--- src/rtl/sr_pkg.sv ---
// Shared constants for the sr_ff_bank flag register bank and its per-channel cell.
package sr_pkg;

  // Conflict policy applied when both set and reset requests are active
  localparam logic [1:0] MODE_HOLD    = 2'b00;
  localparam logic [1:0] MODE_SET_DOM = 2'b01;
  localparam logic [1:0] MODE_RST_DOM = 2'b10;
  localparam logic [1:0] MODE_TOGGLE  = 2'b11;

  // Largest supported channel count
  localparam int SR_MAX_WIDTH = 32;

endpackage

--- src/rtl/sr_cell.sv ---
// One SR storage channel: optional input synchroniser, set/reset decode with
// selectable conflict policy, change pulse and sticky conflict flag.
module sr_cell
  import sr_pkg::*;
#(
  parameter int SYNC_STAGES = 0
) (
  input  logic       clk,
  input  logic       rst,
  input  logic       s_n,
  input  logic       r_n,
  input  logic [1:0] mode,
  input  logic       clr_err,
  input  logic       init_val,
  output logic       q,
  output logic       changed,
  output logic       conflict
);

  logic s_smp;
  logic r_smp;

  logic q_d, q_q;
  logic changed_d, changed_q;
  logic conflict_d, conflict_q;

  if (SYNC_STAGES == 0) begin : g_nosync
    assign s_smp = s_n;
    assign r_smp = r_n;
  end else begin : g_sync
    logic [SYNC_STAGES-1:0] s_sync_d, s_sync_q;
    logic [SYNC_STAGES-1:0] r_sync_d, r_sync_q;

    // Shift the raw requests one stage deeper each clock, newest sample in bit 0
    always_comb begin
      s_sync_d    = s_sync_q << 1;
      r_sync_d    = r_sync_q << 1;
      s_sync_d[0] = s_n;
      r_sync_d[0] = r_n;
    end

    // Synchroniser flops idle at 1 so reset never looks like a request
    always_ff @(posedge clk) begin
      if (rst) begin
        s_sync_q <= '1;
        r_sync_q <= '1;
      end else begin
        s_sync_q <= s_sync_d;
        r_sync_q <= r_sync_d;
      end
    end

    assign s_smp = s_sync_q[SYNC_STAGES-1];
    assign r_smp = r_sync_q[SYNC_STAGES-1];
  end

  // Decode next state; a new conflict outranks clr_err at the same edge
  always_comb begin
    q_d        = q_q;
    conflict_d = clr_err ? 1'b0 : conflict_q;
    case ({s_smp, r_smp})
      2'b01: q_d = 1'b1;
      2'b10: q_d = 1'b0;
      2'b00: begin
        conflict_d = 1'b1;
        case (mode)
          MODE_HOLD:    q_d = q_q;
          MODE_SET_DOM: q_d = 1'b1;
          MODE_RST_DOM: q_d = 1'b0;
          default:      q_d = ~q_q;
        endcase
      end
      default: q_d = q_q;
    endcase
    changed_d = q_d ^ q_q;
  end

  // State, change pulse and sticky flag; reset wins over every other input
  always_ff @(posedge clk) begin
    if (rst) begin
      q_q        <= init_val;
      changed_q  <= 1'b0;
      conflict_q <= 1'b0;
    end else begin
      q_q        <= q_d;
      changed_q  <= changed_d;
      conflict_q <= conflict_d;
    end
  end

  assign q        = q_q;
  assign changed  = changed_q;
  assign conflict = conflict_q;

endmodule

--- src/rtl/sr_ff_bank.sv ---
// Bank of WIDTH independent clocked SR flags sharing one conflict policy.
module sr_ff_bank
  import sr_pkg::*;
#(
  parameter int               WIDTH       = 8,
  parameter int               SYNC_STAGES = 0,
  parameter logic [WIDTH-1:0] INIT        = '0
) (
  input  logic             clk,
  input  logic             rst,
  input  logic [WIDTH-1:0] s_n,
  input  logic [WIDTH-1:0] r_n,
  input  logic [1:0]       mode,
  input  logic             clr_err,
  output logic [WIDTH-1:0] q,
  output logic [WIDTH-1:0] qn,
  output logic [WIDTH-1:0] changed,
  output logic [WIDTH-1:0] conflict,
  output logic             conflict_any
);

  for (genvar i = 0; i < WIDTH; i++) begin : g_ch
    sr_cell #(
      .SYNC_STAGES(SYNC_STAGES)
    ) u_cell (
      .clk      (clk),
      .rst      (rst),
      .s_n      (s_n[i]),
      .r_n      (r_n[i]),
      .mode     (mode),
      .clr_err  (clr_err),
      .init_val (INIT[i]),
      .q        (q[i]),
      .changed  (changed[i]),
      .conflict (conflict[i])
    );
  end

  // Complement and summary flag come straight from the registers, no extra latency
  assign qn           = ~q;
  assign conflict_any = |conflict;

endmodule

--- config.mk ---
export PLATFORM = sky130hd
export DESIGN_NAME = sr_ff_bank
export DESIGN_NICKNAME = d
export VERILOG_FILES = /design/src/rtl/sr_pkg.sv /design/src/rtl/sr_cell.sv /design/src/rtl/sr_ff_bank.sv
export SDC_FILE = /design/constraint.sdc
export NUM_CORES = 1
export LEC_CHECK = 0
export ABC_CLOCK_PERIOD_IN_PS = 1150
export BUFFER_PORTS_ARGS = -buffer_cell sky130_fd_sc_hd__buf_2
export CORE_MARGIN = 2
export CORE_UTILIZATION = 45
export CTS_CLUSTER_SIZE = 14
export DETAILED_ROUTE_END_ITERATION = 16
export GPL_ROUTABILITY_DRIVEN = 0
export GPL_TIMING_DRIVEN = 0
export HOLD_SLACK_MARGIN = 0.08
export PLACE_DENSITY_LB_ADDON = 0.3
export SLEW_MARGIN = 20
export SYNTH_ARGS = -nofsm -noshare
export SYNTH_HDL_FRONTEND = slang
export SYNTH_SLANG_ARGS = --single-unit
--- constraint.sdc ---
create_clock -name clk -period 1.15 [get_ports clk]
set_input_delay 0.0575 -clock clk [delete_from_list [all_inputs] [get_ports clk]]
set_output_delay 0.0575 -clock clk [all_outputs]
set_load 0.02 [all_outputs]
==> results.cfg <==
[floorplan]
start_util_pct = 46.4
io_pins = 54
num_rows = 19
die_w_um = 56.9
core_area_um2 = 2710
die_h_um = 56.9
dieArea_um2 = 3230

[yosys]
synthTopCellsByArea = dfxtp_1, buf_4, a21oi_1, nor2_1, o21ai_0
yosys.area.top_type_share_pct = 38.2
synth_nets = 181
synth_seq_area_share_pct = 38.2
synth_seq_cells = 24
syn_inst = 160
syn_avg_cell_area_um2 = 7.86
yosysWarningCount = 0
yosysTopAreaCell = dfxtp_1
ys_types = 19
synth.cell_area_um2 = 1260

[power_and_ir_drop]
peakVddDrop_mv = 0.761
power_w = 0.00212
p_per_area_nw_per_um2 = 1150
p_leak_nw = 0.926

[timing]
period_minus_slack_ps = 1280
worst_pin_slew_ps = 493
fin_skew_ps = 6.21
fmaxAchievable_mhz = 780
tns_ps = -131
final.period_utilization_pct = 111
max-slew-margin-rel_pct = 67.1
hold_viol = 0
setup_viol = 1
setup_slack_ps = -131
rsz0062_at_grt = true
maxSlewViolCount = 0

[final_layout]
n_antenna_cell = 0
finalNonFillerCells = 267
fillers = 232
final_common_cell = buf_2
post-route-util_pct = 68.3
final_cell_mix = buf_2, buf_4, a21oi_1
fin_nets = 258
area_growth_pct = 47.3
drive_gt1_share_pct = 42.4

[status]
violations = negative setup slack
status = complete, but fails checks

[grt]
grt_antenna_before_repair = 0
grt_pass1_vias = 1164
grt_max_degree = 15
grt_pass1_wl_um = 4990
grt_usage_pct = 19.6
overflow = 0

[clock_network]
clk_pin_slew_ps = 140
cts.sinks = 24
tritoncts = yes
clk_path_buf_depth = 2
clock-root-buffer = clkbuf_4
htree_levels = 1
clock_latency_ps = 310
cts_buffers = 3

[routing]
met3WireLength_um = 143
highest_layer = met4
drc = 0
dr.pass1.iters = 4
met2WireLength_um = 1600
drt-total-wl_um = 3120
via_count = 1296
wl_met1_um = 1350
via_per_inst = 4.85
postRouteAntennaNets = 0
wl_per_cell_um = 11.7
drt_iter0_markers = 27

[min_path]
hp-class = primary input to register

[placement]
place_ws_ps = 88.1
dpl.hpwl_um = 2110
port_buffers = 53
placed_cells = 244

[critical_path]
required_ps = 1090
endpoint_kind = output pin
crit_path_start_kind = register
cp_max_fo = 3
worstPathArrival_ps = 1220
crit_type = register to output pin

[job]
maxCapViolations = 0
[synthesized netlist by cell type]
cell type	number
a21oi_1	21
a22oi_1	3
and2_1	1
and2b_2	6
buf_2	1
buf_4	24
buf_6	1
clkbuf_1	2
dfxtp_1	24
inv_1	18
nand2_1	1
nor2_1	19
nor2b_1	7
nor4_1	2
o211ai_1	9
o21ai_0	14
o21bai_1	2
o311a_1	1
or3_1	4
[final timing paths]
kind / startpoint / endpoint / slack, ps / cells after the start
setup / recovery: g_ch[5].u_cell.conflict$_SDFFE_PP0P_ / conflict_any / -130 / 3
hold reg to reg: g_ch[1].u_cell.q$_SDFF_PP0_ / g_ch[1].u_cell.changed$_SDFF_PP0_ / 550 / 2
hold / removal: clr_err / g_ch[4].u_cell.conflict$_SDFFE_PP0P_ / 170 / 4
setup reg to reg: g_ch[6].u_cell.q$_SDFF_PP0_ / g_ch[6].u_cell.changed$_SDFF_PP0_ / 90 / 3
[kinds of logic after synthesis]
logic type | share of synthesized area [%]
and+or+nand+nor | 17.1
DFF | 38.2
buffers and inverters | 21.6
AOI/OAI and AO/OA | 23.1
[what timing repair did]
action	4_1_cts	5_1_grt
endpoints found under the setup margin	1	7
hold endpoints to repair	20	0
pin swaps	2	2
buffers inserted	2	0
resized for setup	6	11
hold buffers	17	0
[report_power, final]
part,total [W],switching [W],internal [W]
clock network,0.000606,0.000254,0.000352
logic,0.000575,0.000289,0.000286
registers,0.000942,0.0000489,0.000893
[layer usage]
layer / track usage, % / vias up
met1: 24.0 / 592
met3: 2.07 / 2
met5: 0 / -
met4: 6.98 / 0
met2: 35.2 / 37
li1: - / 665
[stage by stage]
stage	instance area [um^2]	hold slack, ps
5_1_grt	1850	197
4_1_cts	1820	158
3_5_place_dp	1560	314
6_report	1850	170
3_3_place_gp	1560	312
2_1_floorplan	1260	127
[critical path: stages (launching register included)]
cell and delay (ps):
dfxtp_1 360, nor4_2 290, nand2_1 130, buf_6 150
[area by class of cell]
type / count / area, um^2 / area share (%)
tap: 31 / 38.8 / 2.09
sequential: 24 / 489 / 26.4
buffer: 28 / 204 / 11.0
clock buffer: 3 / 22.5 / 1.22
timing repair buffer: 72 / 473 / 25.5
multi-input combinational: 90 / 527 / 28.4
clock inverter: 1 / 30.0 / 1.62
inverter: 18 / 67.6 / 3.65
[flip-flops by register name (all words and copies together), names as in the netlist]
signal / cells
g_ch.u_cell.q: 8
g_ch.u_cell.changed: 8
g_ch.u_cell.conflict: 8
No activity file was read; power rests on OpenSTA's default activity.
